File: src/rtl/audio_dac_serializer.sv
// I2S DAC-side serializer: buffers stereo frames in a small FIFO and shifts them
// MSB-first onto AUD_DACDAT, following codec-mastered BCLK/LRCK.
module audio_dac_serializer #(
  parameter int DATA_WIDTH = 32,
  parameter int FIFO_DEPTH = 4,
  parameter int CNT_W      = 3
) (
  input  logic                  CLOCK_50,
  input  logic                  resetn,
  input  logic                  clear_audio_out_memory,
  input  logic [DATA_WIDTH-1:0] left_channel_audio_out,
  input  logic [DATA_WIDTH-1:0] right_channel_audio_out,
  input  logic                  write_audio_out,
  output logic                  audio_out_allowed,
  output logic [CNT_W-1:0]      fifo_used,
  output logic                  underflow,
  input  logic                  AUD_BCLK,
  input  logic                  AUD_DACLRCK,
  output logic                  AUD_DACDAT
);

  localparam int PTR_W = (FIFO_DEPTH > 1) ? $clog2(FIFO_DEPTH) : 1;
  localparam int BC_W  = $clog2(DATA_WIDTH + 1);

  typedef enum logic [2:0] {
    WAIT_SYNC,
    LEFT_ARM,
    LEFT,
    RIGHT_ARM,
    RIGHT
  } state_t;

  // [0]/[1] synchronizer, [2] history for edge detection
  logic [2:0] bclk_q;
  logic [2:0] lrck_q;
  logic       bclk_fall;
  logic       lrck_fall;
  logic       lrck_rise;

  always_ff @(posedge CLOCK_50 or negedge resetn) begin
    if (!resetn) begin
      bclk_q <= '0;
      lrck_q <= '0;
    end else begin
      bclk_q <= {bclk_q[1:0], AUD_BCLK};
      lrck_q <= {lrck_q[1:0], AUD_DACLRCK};
    end
  end

  assign bclk_fall = bclk_q[2] & ~bclk_q[1];
  assign lrck_fall = lrck_q[2] & ~lrck_q[1];
  assign lrck_rise = ~lrck_q[2] & lrck_q[1];

  logic [2*DATA_WIDTH-1:0] mem_q [FIFO_DEPTH];
  logic [PTR_W-1:0]        wr_ptr_q, wr_ptr_d;
  logic [PTR_W-1:0]        rd_ptr_q, rd_ptr_d;
  logic [CNT_W-1:0]        cnt_q, cnt_d;
  logic                    fifo_empty;
  logic                    pop_req;
  logic                    pop;
  logic                    push;
  logic [2*DATA_WIDTH-1:0] rd_data;

  assign fifo_empty        = (cnt_q == '0);
  assign audio_out_allowed = (cnt_q != CNT_W'(FIFO_DEPTH));
  assign fifo_used         = cnt_q;
  assign pop               = pop_req & ~fifo_empty;
  // A pop in the same cycle frees a slot, so a push into a full FIFO still lands
  assign push              = write_audio_out & (audio_out_allowed | pop);
  assign rd_data           = mem_q[rd_ptr_q];

  always_comb begin
    wr_ptr_d = wr_ptr_q;
    rd_ptr_d = rd_ptr_q;
    cnt_d    = cnt_q;
    if (clear_audio_out_memory) begin
      wr_ptr_d = '0;
      rd_ptr_d = '0;
      cnt_d    = '0;
    end else begin
      if (push) wr_ptr_d = wr_ptr_q + PTR_W'(1);
      if (pop)  rd_ptr_d = rd_ptr_q + PTR_W'(1);
      case ({push, pop})
        2'b10:   cnt_d = cnt_q + CNT_W'(1);
        2'b01:   cnt_d = cnt_q - CNT_W'(1);
        default: cnt_d = cnt_q;
      endcase
    end
  end

  always_ff @(posedge CLOCK_50 or negedge resetn) begin
    if (!resetn) begin
      wr_ptr_q <= '0;
      rd_ptr_q <= '0;
      cnt_q    <= '0;
    end else begin
      wr_ptr_q <= wr_ptr_d;
      rd_ptr_q <= rd_ptr_d;
      cnt_q    <= cnt_d;
    end
  end

  always_ff @(posedge CLOCK_50) begin
    if (push && !clear_audio_out_memory) begin
      mem_q[wr_ptr_q] <= {left_channel_audio_out, right_channel_audio_out};
    end
  end

  state_t                state_q, state_d;
  logic [DATA_WIDTH-1:0] shift_q, shift_d;
  logic [DATA_WIDTH-1:0] hold_q, hold_d;
  logic [BC_W-1:0]       bitcnt_q, bitcnt_d;
  logic                  dac_q, dac_d;
  logic                  underflow_q, underflow_d;

  // Next serial bit; counter saturation forces zeros once the word is exhausted
  logic                  emit_dat;
  logic [DATA_WIDTH-1:0] emit_shift;
  logic [BC_W-1:0]       emit_cnt;

  always_comb begin
    emit_dat   = 1'b0;
    emit_shift = shift_q;
    emit_cnt   = bitcnt_q;
    if (bitcnt_q < BC_W'(DATA_WIDTH)) begin
      emit_dat   = shift_q[DATA_WIDTH-1];
      emit_shift = {shift_q[DATA_WIDTH-2:0], 1'b0};
      emit_cnt   = bitcnt_q + BC_W'(1);
    end
  end

  always_comb begin
    state_d     = state_q;
    shift_d     = shift_q;
    hold_d      = hold_q;
    bitcnt_d    = bitcnt_q;
    dac_d       = dac_q;
    underflow_d = underflow_q;
    pop_req     = 1'b0;

    // An LRCK edge swallows any coincident BCLK fall: that is the I2S one-bit delay
    if ((state_q == WAIT_SYNC || state_q == RIGHT) && lrck_fall) begin
      pop_req  = 1'b1;
      bitcnt_d = '0;
      state_d  = LEFT_ARM;
      if (fifo_empty) begin
        shift_d     = '0;
        hold_d      = '0;
        underflow_d = 1'b1;
      end else begin
        shift_d = rd_data[2*DATA_WIDTH-1:DATA_WIDTH];
        hold_d  = rd_data[DATA_WIDTH-1:0];
      end
    end else begin
      case (state_q)
        WAIT_SYNC: dac_d = 1'b0;
        LEFT_ARM, RIGHT_ARM: begin
          if (bclk_fall) begin
            dac_d    = emit_dat;
            shift_d  = emit_shift;
            bitcnt_d = emit_cnt;
            state_d  = (state_q == LEFT_ARM) ? LEFT : RIGHT;
          end
        end
        LEFT: begin
          if (lrck_rise) begin
            shift_d  = hold_q;
            bitcnt_d = '0;
            state_d  = RIGHT_ARM;
          end else if (bclk_fall) begin
            dac_d    = emit_dat;
            shift_d  = emit_shift;
            bitcnt_d = emit_cnt;
          end
        end
        RIGHT: begin
          if (bclk_fall) begin
            dac_d    = emit_dat;
            shift_d  = emit_shift;
            bitcnt_d = emit_cnt;
          end
        end
        default: state_d = WAIT_SYNC;
      endcase
    end
  end

  always_ff @(posedge CLOCK_50 or negedge resetn) begin
    if (!resetn) begin
      state_q     <= WAIT_SYNC;
      shift_q     <= '0;
      hold_q      <= '0;
      bitcnt_q    <= '0;
      dac_q       <= 1'b0;
      underflow_q <= 1'b0;
    end else begin
      state_q     <= state_d;
      shift_q     <= shift_d;
      hold_q      <= hold_d;
      bitcnt_q    <= bitcnt_d;
      dac_q       <= dac_d;
      underflow_q <= underflow_d;
    end
  end

  assign AUD_DACDAT = dac_q;
  assign underflow  = underflow_q;

endmodule

File: config.mk
export PLATFORM = sky130hd
export DESIGN_NAME = audio_dac_serializer
export DESIGN_NICKNAME = d
export VERILOG_FILES = /design/src/rtl/audio_dac_serializer.sv
export SDC_FILE = /design/constraint.sdc
export NUM_CORES = 1
export LEC_CHECK = 0
export BUFFER_PORTS_ARGS = -buffer_cell sky130_fd_sc_hd__buf_2
export CORE_ASPECT_RATIO = 1.1
export CORE_MARGIN = 10
export CORE_UTILIZATION = 55
export DETAILED_ROUTE_END_ITERATION = 7
export PLACE_DENSITY = 0.79
export SETUP_SLACK_MARGIN = 0.05
export SLEW_MARGIN = 5
export SYNTH_ARGS = -nofsm -noshare
export SYNTH_HDL_FRONTEND = slang
export SYNTH_SLANG_ARGS = --single-unit
export TNS_END_PERCENT = 1
File: constraint.sdc
create_clock -name CLOCK_50 -period 3.15 [get_ports CLOCK_50]
set_clock_uncertainty 0.2 [all_clocks]
set_input_delay 0.945 -clock CLOCK_50 [delete_from_list [all_inputs] [get_ports CLOCK_50]]
set_output_delay 0.945 -clock CLOCK_50 [all_outputs]
set_load 0.05 [all_outputs]
==> results.ini <==
[sta]
layout_min_cycle_time_ns=2.86
setup_viol=0
worst_pin_slew_ns=0.712
fmax_mhz=349
period_share=0.909
hold_violations=0
rsz0062_at_grt=false
slew_violations=0
tns_ns=0
slew_headroom=0.526

[routing]
drtAntennaViolNets=0
wire_per_inst_um=22.9
drt_iter0_markers=896
drt-total-wl_mm=28.6
via_per_inst=6.34
drcViolationCount=0
num_vias=7904
drt-pass1-iter-count=5

[synthesis]
yosysTopAreaCell=edfxtp_1
synth_fp_nets=907
ys_top_cells_by_count=edfxtp_1 (256), nand2_1 (100), dfrtp_1 (88), mux4_2 (64), a21oi_1 (35)
yosysWarningCount=0
ys_ff_latch=344
post_synth_num_cell_types=53
synthTopCellsByArea=edfxtp_1 (55%), dfrtp_1 (16%), mux4_2 (10%)
synth-edff-count=256
yosysTopAreaCellShare=0.552
syn_avg_cell_area_sq_um=16.7
synthFlopType=edfxtp_1
synth.most_common_cell=edfxtp_1
syn_inst=831
synth_area_sq_um=13900
synth-async-reset-ratio=0.256
ys_seq_area_frac=0.711

[power]
intPower_mw=8.60
power.switching_mw=3.07
swShare=0.263
ir_drop_uv=491
p_leak_nw=5.49
combPwrFrac=0.167
power_density_nw_per_um2=736
clockPowerShare=0.334
power_frac_seq=0.499

[setup_path]
crit_path_max_fanout=8
critPathMaxStageDelay_ns=0.52
crit_type=flop to output port
path_cells=or3b_2, buf_2
path_depth=2
required_ns=2.00
startpoint_type=flop
r2r_setup_slack_ns=0.49
endpoint=audio_out_allowed
worstPathArrival_ns=1.72
crit_family=simple AND/OR/NAND/NOR gates
endpoint_kind=output port
crit_slowest_cell=or3b_2
startpoint=fifo_used[1]$_DFFE_PN0P_
timing.rr.start=state_q[1]$_DFFE_PN0P_
r2r_end=mem_q[2][30]$_DFFE_PP_
path_buf_inv=1
reg2reg_depth=6

[hold_path]
hp-class=flop to flop
hold_start=lrck_q[0]$_DFF_PN0_

[cts]
cts_resized=0
cts_buffer_depth=3
worstSkewPairLatency_ns=0.51
cts_sinks=344
htree_levels=2
tritoncts=built
hold_buffers=0
cts_setup_buffers=0
cts-root-buf=clkbuf_16
cts-buffers-inserted=34
clkTransAtPathRegs_ns=0.06

[layout]
final_util=0.631
area_growth_pct=13.9
layout-drive-gt1-share=0.246
layout.nets=983
final_cells=1247
fillerInstances=1695

[global_routing]
grt_pass1_vias=8237
antenna_found_initial=2
grt_overflow=0
track_usage=0.182
grt_pass1_wl_mm=46.4
grt_max_degree=66

[floorplan]
rows=61
coreArea_sq_um=25100
die_area_sq_um=32100
die_w_um=172
die_h_um=187
io_pins=76
start_util=0.554

[placement]
portBuffers=75
gp_congestion=0.808
dp_cells=1186
dpl.hpwl_mm=17.5

[flow_run]
drv_cap=0

[status]
status=complete, no violations

worst min path at each step:
stage / end / slack, ns / cells after the start
finish: lrck_q[1]$_DFF_PN0_ / 0.15 / 0
detailed placement: lrck_q[1]$_DFF_PN0_ / 0.14 / 0
global route: lrck_q[1]$_DFF_PN0_ / 0.17 / 0
CTS: lrck_q[1]$_DFF_PN0_ / 0.16 / 0
floorplan: bclk_q[1]$_DFF_PN0_ / 0.13 / 0
global placement: lrck_q[1]$_DFF_PN0_ / 0.14 / 0
worst reg2reg max path: cells and delay by family, from the launching register on:
kind	cells	cell delay [ns]
buffers and inverters	2	0.48
flip-flops	1	0.54
AND/OR/NAND/NOR	3	0.84
AO/OA/AOI/OAI	1	0.12
layout by cell type (no fill, tap or decap), types with 4 or more instances in the layout:
cell / netlist / final
a211oi_1: 32 / 32
a21o_1: 4 / 4
a21oi_1: 35 / 35
a22o_1: 34 / 34
a311o_1: 32 / 32
a31oi_1: 32 / 32
and2_2: 0 / 5
buf_12: 0 / 10
buf_2: 28 / 74
buf_4: 2 / 22
clkbuf_1: 33 / 8
clkbuf_16: 0 / 35
clkbuf_8: 0 / 4
clkinv_1: 0 / 7
dfrtp_1: 88 / 86
edfxtp_1: 256 / 256
ha_1: 5 / 5
mux4_2: 64 / 64
nand2_1: 100 / 100
nand3_1: 10 / 10
nor2_1: 9 / 9
nor4b_1: 4 / 4
power by group through the flow:
stage / clock network (mW) / registers, mW / logic [mW]
6_report: 3.89 / 5.82 / 1.95
5_1_grt: 4.15 / 5.88 / 2.15
4_1_cts: 3.95 / 5.81 / 1.95
3_5_place_dp: 0 / 5.89 / 1.92
3_3_place_gp: 0 / 5.86 / 1.85
2_1_floorplan: 0 / 5.77 / 1.45
metrics by stage:
stage / hold WS (ns) / power (mW) / cell area [sq um] / setup WS (ns)
after global placement: 0.140 / 7.72 / 14800 / 0.428
after global routing: 0.166 / 12.2 / 15900 / 0.225
after floorplan: 0.131 / 7.22 / 13900 / -0.582
final: 0.154 / 11.7 / 15900 / 0.287
after CTS: 0.156 / 11.7 / 15900 / 0.271
after detailed placement: 0.140 / 7.81 / 14800 / 0.387
kinds of logic after synthesis:
group / synth area share
AOI/OAI and AO/OA: 0.0986
xor gates and xnor gates: 0.00378
adders and majority gates: 0.00593
buffers and inverters: 0.0214
DFF: 0.711
muxes: 0.107
and+or+nand+nor: 0.0530
cell type report:
cell class / count / area (sq um) / share of cell area
sequential: 344 / 9890 / 0.624
multi-input combinational: 419 / 3750 / 0.236
clock buffer: 47 / 961 / 0.0606
timing repair buffer: 106 / 736 / 0.0464
tap: 315 / 394 / 0.0249
clock inverter: 13 / 110 / 0.00695
inverter: 2 / 7.51 / 0.000474
antenna: 1 / 2.50 / 0.000158
metal layers:
layer | wire, um | global-route usage | share of wire
met3 | 1890 | 0.0380 | 0.066
met1 | 12200 | 0.253 | 0.43
met2 | 13800 | 0.284 | 0.48
met5 | 0 | 0 | 0
met4 | 668 | 0.0549 | 0.023
flip-flops by register name, indices dropped and copies added, names as in the netlist, 2 cells and up:
name / cells
bclk_q: 3
shift_q: 32
rd_ptr_q: 2
mem_q: 256
bitcnt_q: 6
wr_ptr_q: 2
fifo_used: 3
hold_q: 32
lrck_q: 3
state_q: 3
No activity file was read; power rests on OpenSTA's default activity.
